<file path="src/rtl/prv32_muldiv_unit_if.sv">
// Core-side request/response bundle for the iterative multiply/divide unit.
// The core is the master: it drives the request and samples busy/done/r.
interface prv32_muldiv_unit_if #(
    parameter int XLEN = 32
);
    logic            start;
    logic [2:0]      funct3;
    logic [XLEN-1:0] a;
    logic [XLEN-1:0] b;
    logic            busy;
    logic            done;
    logic [XLEN-1:0] r;

    modport master (
        output start, funct3, a, b,
        input  busy, done, r
    );

    modport slave (
        input  start, funct3, a, b,
        output busy, done, r
    );
endinterface

</file>
<file path="src/rtl/prv32_muldiv_unit.sv">
// Iterative RV32M multiply/divide unit. Shift-add multiply and restoring
// divide on operand magnitudes, one step per clock, sign fixed up on the
// last step. Divide-by-zero and signed overflow complete on the fast path.
module prv32_muldiv_unit #(
    parameter int XLEN = 32
) (
    input logic               clk,
    input logic               rst,
    prv32_muldiv_unit_if.slave bus
);
    localparam int CNTW = $clog2(XLEN) + 1;
    localparam logic [CNTW-1:0] LAST = CNTW'(XLEN - 1);
    localparam logic [XLEN-1:0] MIN_NEG = {1'b1, {(XLEN-1){1'b0}}};

    typedef enum logic [1:0] {
        S_IDLE,
        S_RUN,
        S_DONE
    } state_t;

    state_t            state;
    logic [CNTW-1:0]   cnt;
    logic [2*XLEN-1:0] acc;     // product, or {remainder, dividend/quotient}
    logic [2*XLEN-1:0] mcand;   // multiplicand, shifted left each step
    logic [XLEN-1:0]   opb;     // multiplier (shifted right) or divisor
    logic [2:0]        op;
    logic              an;      // a contributes a negative sign
    logic              bn;      // b contributes a negative sign

    // Incoming request decode: operand signs, magnitudes and fast-path result
    logic              in_as;
    logic              in_bs;
    logic              in_an;
    logic              in_bn;
    logic [XLEN-1:0]   in_ma;
    logic [XLEN-1:0]   in_mb;
    logic              in_fast;
    logic [XLEN-1:0]   fast_r;

    // Decode the request presented on start
    always_comb begin
        in_as   = 1'b0;
        in_bs   = 1'b0;
        in_fast = 1'b0;
        fast_r  = '0;
        if (bus.funct3[2]) begin
            in_as = ~bus.funct3[0];
            in_bs = ~bus.funct3[0];
        end else begin
            in_as = (bus.funct3[1:0] != 2'b11);
            in_bs = ~bus.funct3[1];
        end
        in_an = in_as & bus.a[XLEN-1];
        in_bn = in_bs & bus.b[XLEN-1];
        in_ma = in_an ? ('0 - bus.a) : bus.a;
        in_mb = in_bn ? ('0 - bus.b) : bus.b;
        if (bus.funct3[2]) begin
            if (bus.b == '0) begin
                in_fast = 1'b1;
                fast_r  = bus.funct3[1] ? bus.a : '1;
            end else if (!bus.funct3[0] && bus.a == MIN_NEG && bus.b == '1) begin
                in_fast = 1'b1;
                fast_r  = bus.funct3[1] ? '0 : bus.a;
            end
        end
    end

    // One iteration plus the result that would be taken if this is the last
    logic [2*XLEN-1:0] mul_acc;
    logic [2*XLEN-1:0] div_acc;
    logic [2*XLEN-1:0] acc_nx;
    logic [2*XLEN-1:0] prod;
    logic [XLEN:0]     div_up;
    logic [XLEN-1:0]   div_diff;
    logic [XLEN-1:0]   quo;
    logic [XLEN-1:0]   rem;
    logic [XLEN-1:0]   res;

    // Datapath step: shift-add or restoring-divide, then final sign/selection
    always_comb begin
        mul_acc = acc + (opb[0] ? mcand : '0);
        // Remainder after the left shift needs one extra bit before compare;
        // the difference itself always fits back into XLEN bits.
        div_up   = acc[2*XLEN-1:XLEN-1];
        div_diff = div_up[XLEN-1:0] - opb;
        if (div_up >= {1'b0, opb}) begin
            div_acc = {div_diff, acc[XLEN-2:0], 1'b1};
        end else begin
            div_acc = {acc[2*XLEN-2:0], 1'b0};
        end
        acc_nx = op[2] ? div_acc : mul_acc;
        prod   = (an ^ bn) ? ('0 - acc_nx) : acc_nx;
        quo    = acc_nx[XLEN-1:0];
        rem    = acc_nx[2*XLEN-1:XLEN];
        res    = '0;
        case (op)
            3'b000:         res = prod[XLEN-1:0];
            3'b001, 3'b010,
            3'b011:         res = prod[2*XLEN-1:XLEN];
            3'b100, 3'b101: res = (an ^ bn) ? ('0 - quo) : quo;
            default:        res = an ? ('0 - rem) : rem;
        endcase
    end

    // Control FSM with registered busy/done/r and operand/accumulator state
    always_ff @(posedge clk) begin
        if (rst) begin
            state    <= S_IDLE;
            cnt      <= '0;
            acc      <= '0;
            mcand    <= '0;
            opb      <= '0;
            op       <= '0;
            an       <= 1'b0;
            bn       <= 1'b0;
            bus.busy <= 1'b0;
            bus.done <= 1'b0;
            bus.r    <= '0;
        end else begin
            case (state)
                S_IDLE, S_DONE: begin
                    if (bus.start) begin
                        op    <= bus.funct3;
                        an    <= in_an;
                        bn    <= in_bn;
                        cnt   <= '0;
                        opb   <= in_mb;
                        mcand <= {{XLEN{1'b0}}, in_ma};
                        acc   <= bus.funct3[2] ? {{XLEN{1'b0}}, in_ma} : '0;
                        if (in_fast) begin
                            state    <= S_DONE;
                            bus.r    <= fast_r;
                            bus.done <= 1'b1;
                            bus.busy <= 1'b0;
                        end else begin
                            state    <= S_RUN;
                            bus.done <= 1'b0;
                            bus.busy <= 1'b1;
                        end
                    end else begin
                        state    <= S_IDLE;
                        bus.done <= 1'b0;
                        bus.busy <= 1'b0;
                    end
                end
                S_RUN: begin
                    cnt   <= cnt + CNTW'(1);
                    acc   <= acc_nx;
                    mcand <= {mcand[2*XLEN-2:0], 1'b0};
                    if (!op[2]) begin
                        opb <= {1'b0, opb[XLEN-1:1]};
                    end
                    if (cnt == LAST) begin
                        state    <= S_DONE;
                        bus.r    <= res;
                        bus.done <= 1'b1;
                        bus.busy <= 1'b0;
                    end
                end
                default: begin
                    state    <= S_IDLE;
                    bus.done <= 1'b0;
                    bus.busy <= 1'b0;
                end
            endcase
        end
    end
endmodule

</file>
<file path="src/flat_wrapper.sv">
// flat-port wrapper written by rule: the top's interface ports become plain ports
module prv32_muldiv_unit_flat 
#(
    parameter int XLEN = 32
)
  (clk, rst, bus_start, bus_funct3, bus_a, bus_b, bus_busy, bus_done, bus_r);
  prv32_muldiv_unit_if #(.XLEN(XLEN)) bus_i ();
  input logic clk;
  input logic rst;
  input wire logic [$bits(bus_i.start)-1:0] bus_start;
  input wire logic [$bits(bus_i.funct3)-1:0] bus_funct3;
  input wire logic [$bits(bus_i.a)-1:0] bus_a;
  input wire logic [$bits(bus_i.b)-1:0] bus_b;
  output wire logic [$bits(bus_i.busy)-1:0] bus_busy;
  output wire logic [$bits(bus_i.done)-1:0] bus_done;
  output wire logic [$bits(bus_i.r)-1:0] bus_r;
  assign bus_i.start = bus_start;
  assign bus_i.funct3 = bus_funct3;
  assign bus_i.a = bus_a;
  assign bus_i.b = bus_b;
  assign bus_busy = bus_i.busy;
  assign bus_done = bus_i.done;
  assign bus_r = bus_i.r;
  prv32_muldiv_unit #(.XLEN(XLEN)) u_core (.clk(clk), .rst(rst), .bus(bus_i));
endmodule
</file>
<file path="config.mk">
export PLATFORM = sky130hd
export DESIGN_NAME = prv32_muldiv_unit_flat
export DESIGN_NICKNAME = d
export VERILOG_FILES = /design/src/rtl/prv32_muldiv_unit_if.sv /design/src/rtl/prv32_muldiv_unit.sv /design/src/flat_wrapper.sv
export SDC_FILE = /design/constraint.sdc
export NUM_CORES = 1
export LEC_CHECK = 0
export BUFFER_PORTS_ARGS = -buffer_cell sky130_fd_sc_hd__buf_4
export CELL_PAD_IN_SITES_DETAIL_PLACEMENT = 2
export CELL_PAD_IN_SITES_GLOBAL_PLACEMENT = 2
export CORE_MARGIN = 10
export CORE_UTILIZATION = 39
export DETAILED_ROUTE_END_ITERATION = 7
export PLACE_DENSITY_LB_ADDON = 0.1
export SLEW_MARGIN = 20
export SYNTH_ARGS = -nofsm -noshare
export SYNTH_HDL_FRONTEND = slang
export SYNTH_SLANG_ARGS = --single-unit
</file>
<file path="constraint.sdc">
create_clock -name clk -period 11.12 [get_ports clk]
set_clock_uncertainty 0.1 [all_clocks]
set_input_delay 2.78 -clock clk [delete_from_list [all_inputs] [get_ports clk]]
set_output_delay 2.78 -clock clk [all_outputs]
set_load 0.005 [all_outputs]
</file>
# [Word level (Yosys, flattened, before mapping)]
# Cells that the tools add are included.
[op_classes] n_addsub=8 order_cmp=1 eq_ne=15 muxes=45 bitwise_logic=5 reduce_logical=14
[op_table] cell="2-to-1 mux 32 bit" n=15
[op_table] cell="2-to-1 mux 64 bit" n=6
[op_table] cell="one-hot mux 64 bit (2 select lines)" n=2
[op_table] cell="one-hot mux 32 bit (2 select lines)" n=2
[op_table] cell="subtractor 1 x 32 -> 32 bit, first input constant" n=4
[op_table] cell="one-hot mux 32 bit (3 select lines)" n=1
[op_table] cell="adder 64 bit" n=1
[op_table] cell="equality test 32 bit, second input constant" n=2
[op_table] cell="subtractor 1 x 64 -> 64 bit, first input constant" n=1
[op_table] cell=">= comparator 33 x 32 -> 1 bit" n=1
[op_table] cell="zero test 32 bit" n=1
[op_table] cell="subtractor 32 bit" n=1
[op_table] cell="one-hot mux 6 bit (2 select lines)" n=1
[op_table] cell="2-to-1 mux 1 bit" n=11
[op_table] cell="adder 6 x 1 -> 6 bit, second input constant" n=1
[op_table] cell="equality test 3 x 2 -> 1 bit, second input constant" n=2
[op_table] cell="equality test 3 bit, second input constant" n=2
[op_table] cell="equality test 6 x 5 -> 1 bit, second input constant" n=1
[op_table] cell="2-to-1 mux 2 bit" n=3
[op_table] cell="2-to-1 mux 6 bit" n=1
[op_table] cell="!= test 2 bit, second input constant" n=3
[op_table] cell="!= test 2 x 1 -> 1 bit, second input constant" n=2
[op_table] cell="one-hot mux 1 bit (2 select lines)" n=2
[op_table] cell="one-hot mux 2 bit (2 select lines)" n=1
[op_table] cell="16 further kinds" n=21
[word_totals] reg_bits=207 inputBits=70 wordCells=99

# [Logic depth before layout (Yosys ltp)]
[depth] depth_word=9 depth_mapped=24 depth_no_buf=20

# [Least setup slack after synthesis]
# No wires, ideal clock.
[synth_path] path_kind="input to register" startpoint="input port bus_a[6]" endpoint="register u_core.bus.r[22]" setup_ns=0.133 arrival_ns=6.012 path_slack_ns=4.875 cell_stages=13 path_buffers=2 path_cell_list="or4_1 or2_1 nor4_2 nand4_1 or3_1 a21o_1 nor2b_1 nor3_2 buf_2 clkbuf_1 o211ai_1 a221oi_1 nor3_1"
[synth_between] elab_chain_cells=9 word_cells_on_any_way=14 cone_classes="eq/ne (2); mux (9); reduce/logical (3)"
[synth_rtl] item="from (decl)" line_no="flat_wrapper.sv:12" rtl="input wire logic [$bits(bus_i.a)-1:0] bus_a;"
[synth_rtl] item="equality test 32 bit (*)" line_no="prv32_muldiv_unit.sv:61" rtl="end else if (!bus.funct3[0] && bus.a == MIN_NEG && bus.b == '1) begin"
[synth_rtl] item="logical AND 1 bit (*) (2 in a row)" line_no="prv32_muldiv_unit.sv:61"
[synth_rtl] item="2-to-1 mux 32 bit" line_no="prv32_muldiv_unit.sv:61"
[synth_rtl] item="2-to-1 mux 32 bit" line_no="prv32_muldiv_unit.sv:58" rtl="if (bus.b == '0) begin"
[synth_rtl] item="2-to-1 mux 32 bit" line_no="prv32_muldiv_unit.sv:57" rtl="if (bus.funct3[2]) begin"
[synth_rtl] item="2-to-1 mux 32 bit" line_no="prv32_muldiv_unit.sv:130" rtl="if (in_fast) begin"
[synth_rtl] item="2-to-1 mux 32 bit" line_no="prv32_muldiv_unit.sv:122" rtl="if (bus.start) begin"
[synth_rtl] item="one-hot mux 32 bit (2 select lines)" line_no="prv32_muldiv_unit.sv:120" rtl="case (state)"
[synth_rtl] item="to (signal assigned)" line_no="prv32_muldiv_unit.sv:132" rtl="bus.r <= fast_r;"
[synth_rtl] item="to (signal assigned)" line_no="prv32_muldiv_unit.sv:155" rtl="bus.r <= res;"
[synth_rtl] item="to (decl)" line_no="prv32_muldiv_unit_if.sv:21" rtl="output busy, done, r"
# Mark *: on every way between the ends. The rest lies on a longest branch, timed or not. The select of a mux whose other input is x is not followed.
# A chain may end at the register's enable or synchronous reset.

# [Worst setup path after layout]
[layout_path] startpoint="register u_core.opb[0]" endpoint="register u_core.bus.r[31]"
[layout_between] elab_chain_cells=8 word_cells_on_any_way=15 cone_classes="add/sub (5); order compare (1); mux (9)"
[layout_rtl] item="from (decl)" line_no="prv32_muldiv_unit.sv:25" rtl="logic [XLEN-1:0] opb;"
[layout_rtl] item="from (signal assigned)" line_no="prv32_muldiv_unit.sv:127" rtl="opb <= in_mb;"
[layout_rtl] item="from (signal assigned)" line_no="prv32_muldiv_unit.sv:151" rtl="opb <= {1'b0, opb[XLEN-1:1]};"
[layout_rtl] item="2-to-1 mux 64 bit (tied with other cells)" line_no="prv32_muldiv_unit.sv:81" rtl="mul_acc = acc + (opb[0] ? mcand : '0);"
[layout_rtl] item="adder 64 bit or 2-to-1 mux 64 bit (tied branches)" line_no="prv32_muldiv_unit.sv:81, prv32_muldiv_unit.sv:86"
[layout_rtl] item="2-to-1 mux 64 bit (*)" line_no="prv32_muldiv_unit.sv:91" rtl="acc_nx = op[2] ? div_acc : mul_acc;"
[layout_rtl] item="subtractor 1 x 64 -> 64 bit (tied with other cells)" line_no="prv32_muldiv_unit.sv:92" rtl="prod = (an ^ bn) ? ('0 - acc_nx) : acc_nx;"
[layout_rtl] item="2-to-1 mux 64 bit (tied with other cells)" line_no="prv32_muldiv_unit.sv:92"
[layout_rtl] item="one-hot mux 32 bit (3 select lines) (*)" line_no="prv32_muldiv_unit.sv:96" rtl="case (op)"
[layout_rtl] item="2-to-1 mux 32 bit (*)" line_no="prv32_muldiv_unit.sv:153" rtl="if (cnt == LAST) begin"
[layout_rtl] item="one-hot mux 32 bit (2 select lines) (*)" line_no="prv32_muldiv_unit.sv:120"
# Marks and branches as above.

==> results by group <==
Finish
  • Post-route design area: 23,440 µm²
  • Final net count: 3,193
  • Multi-input logic area: 16,210 µm²
  • Most common cell after layout, fill and taps aside: nor2_1
  • Most frequent cells in the layout: nor2_1 (429), nand2_1 (284), a21oi_1 (278)
  • Layout cells sized above 1: 9.279%
  • FF+latch area: 4109 µm²
  • Area Overhead vs Synth: 9.407%
  • N_diodes: 0
  • Fill cells: 6,397

Clock tree
  • Postcts setup bufs: 0
  • CTS tree: done
  • Resize count post-CTS: 0
  • Clock Pin Slew Worst Setup and Hold Paths: 0.07 ns
  • Clk_lat worst skew: 0.57 ns
  • Clock root buffer: clkbuf_16
  • Hold buffer count at CTS: 0
  • Clock sink count: 205
  • CTS buffer count: 27
  • Clock Path Buffers: 3
  • CTS HTree Levels: 1

Timing
  • Final setup fails: 0
  • Final hold vios: 0
  • Final min period: 7.113 ns
  • Slew Viols, Final: 0
  • Achievable Freq: 140.6 MHz
  • Tcrit/Tclk final: 63.97%
  • Slew headroom: 21.51%
  • Slew @ Worst Pin: 1.177 ns
  • TNS Setup: 0 ns
  • RSZ-0062 raised after global routing: false
  • Final Worst Setup Slack: 4.007 ns

Floorplanning
  • # rows: 85
  • Io pins: 104
  • Die X: 254.4 µm
  • DIE HEIGHT: 254.4 µm
  • Die area: 64,720 µm²
  • Core Footprint: 54,130 µm²
  • Initial Util: 39.58%

Synthesis
  • Post-synthesis register bit count: 205
  • Post-Syn Area: 21,430 µm²
  • Avg Inst Size Synth: 6.998 µm²
  • Cells after Synth: 3,062
  • Synthesis Warnings: 0
  • Netlist cell types: 107
  • Syn nets: 3,235
  • Sequential share of the synthesized area: 19.15%
  • Synth Flop Type: dfxtp_1
  • Post-synth EDFFs: 0
  • Share of flip-flops with an asynchronous set or reset: 0%

Drt
  • Final WL: 112.3 mm
  • Via count: 25,453
  • Final ANT Viol Nets: 0
  • Drt drc: 0
  • Routed length per placed instance: 30.07 µm
  • Initial drt markers: 2,482
  • 1st-pass router iterations: 6
  • Via density: 6.815

Global route
  • GRT Total Usage: 33.61%
  • Gr ovfl total: 0
  • Largest net degree at the start of global routing: 84
  • Global-route wire length before repair: 168.1 mm
  • Number of global-route vias before repair: 26,276
  • Initial antenna violation count: 0

Power and ir drop
  • Tot Pwr: 2.724 mW
  • Leak: 8.609 nW
  • PwrDens: 116.2 nW/µm²
  • Peak VDD IR: 0.08859 mV

Placement
  • Final Wtd Congestion: 0.9816
  • Placement-stage cell area: 22,560 µm²
  • Port bufs: 103
  • Setup WS pre-CTS: 3.520 ns
  • HPWL Detailed: 87.08 mm

Flow run
  • Max_cap viols: 0

Setup path
  • Crit path kind: flop to flop
  • Crit path required time: 11.47 ns
  • Worst-path maximum fanout: 65
  • Critical Path AT: 7.46 ns
  • Startpoint Class: flop
  • CP Capture Type: flop

Status
  • Status: finished clean

Worst hold path
  • Path category of the worst min-delay check: flop to flop
## logic make-up after synthesis
family,count (synthesis),share of synthesized area (%)
compound gates,1051,33.14
xor+xnor,162,6.622
fa+ha+maj,103,6.084
buf+inv,290,5.530
flops,205,19.15
mux,52,2.534
simple gates,1199,26.94
## per-layer routing
layer / part of all wire (%) / GRT usage, %
met1: 45 / 45.37
met2: 45 / 53.79
met3: 7.1 / 5.436
met4: 3.2 / 10.52
met5: 0 / 0
## worst max-delay path: stages (launching register included)
cell	delay (ns)
dfxtp_2	0.33
buf_4	0.56
and2_1	0.23
ha_1	0.21
inv_1	0.08
fa_1	0.42
nand2b_1	0.24
a21oi_2	0.37
o211ai_1	0.35
a2111oi_4	0.63
o2111ai_1	0.26
and4_1	0.29
a211oi_2	0.73
o2111ai_1	0.52
or4b_4	0.70
nor3_2	0.24
mux2i_1	0.13
o41ai_1	0.43
a21oi_1	0.08
## per-stage QoR
stage	hold WS, ns	utilization [%]	instances
after floorplan	0.3447	-	3062
after global placement	0.3601	41.67	3687
after detailed placement	0.3708	41.68	3687
after CTS	0.3793	43.29	3735
after global routing	0.4181	43.31	3735
final	0.3800	43.31	3735
## where the power goes
| part | switching (mW) | internal, mW | total [mW] |
|---|---|---|---|
| clock network | 0.379 | 0.520 | 0.899 |
| logic | 0.693 | 0.307 | 1.00 |
| registers | 0.0490 | 0.777 | 0.826 |
## worst paths after layout
path / from / end / slack [ns] / depth (start not counted)
worst min register to register: u_core.acc[6]$_SDFFE_PP0P_ / u_core.acc[6]$_SDFFE_PP0P_ / 0.38 / 2
worst max-delay path: u_core.opb[0]$_SDFFE_PP0P_ / u_core.bus.r[31]$_SDFFE_PP0P_ / 4.01 / 18
worst max register to register: u_core.opb[0]$_SDFFE_PP0P_ / u_core.bus.r[31]$_SDFFE_PP0P_ / 4.01 / 18
worst min-delay path: u_core.acc[6]$_SDFFE_PP0P_ / u_core.acc[6]$_SDFFE_PP0P_ / 0.38 / 2
## area by class of cell
class / count / area share [%]
inverter: 72 / 1.153
sequential: 205 / 17.53
multi-input combinational: 2567 / 69.15
clock buffer: 31 / 2.989
timing repair buffer: 147 / 4.723
clock inverter: 17 / 0.7472
tap: 696 / 3.715
## synth_stat cells, types with 22 or more instances
cell type    n  area [µm²]
a21o_1      33       247.7
nor4_1      26       162.7
or3_1       35       219.0
mux2i_1     38       380.4
o21a_1      27       202.7
and3_1      22       137.6
and2_1      87       544.3
a31oi_1     33       206.5
ha_1       101        1264
a221oi_1    38       332.8
nand3_1     54       270.3
dfxtp_1    205        4104
buf_2       37       185.2
xor2_1      81       709.4
clkbuf_1   154       578.1
nor3_1      71       355.3
a311oi_1    22       192.7
o21ai_0    206        1031
inv_1       72       270.3
nand4_1     73       456.7
nand2_1    284        1066
o211ai_1    49       367.9
o31ai_1     26       195.2
xnor2_1     81       709.4
a211oi_1    52       390.4
nor2_1     430        1614
a22oi_1     82       615.6
nand2b_1    23       143.9
a21oi_1    280        1401
## sequential cells by signal, summed over array words and instances, names as in the netlist
register	flops
u_core.mcand	64
u_core.cnt	6
u_core.acc	64
u_core.bn	1
u_core.an	1
u_core.bus.r	32
u_core.bus.busy	1
u_core.state	1
u_core.op	3
u_core.opb	32
No activity file was read; power rests on OpenSTA's default activity.
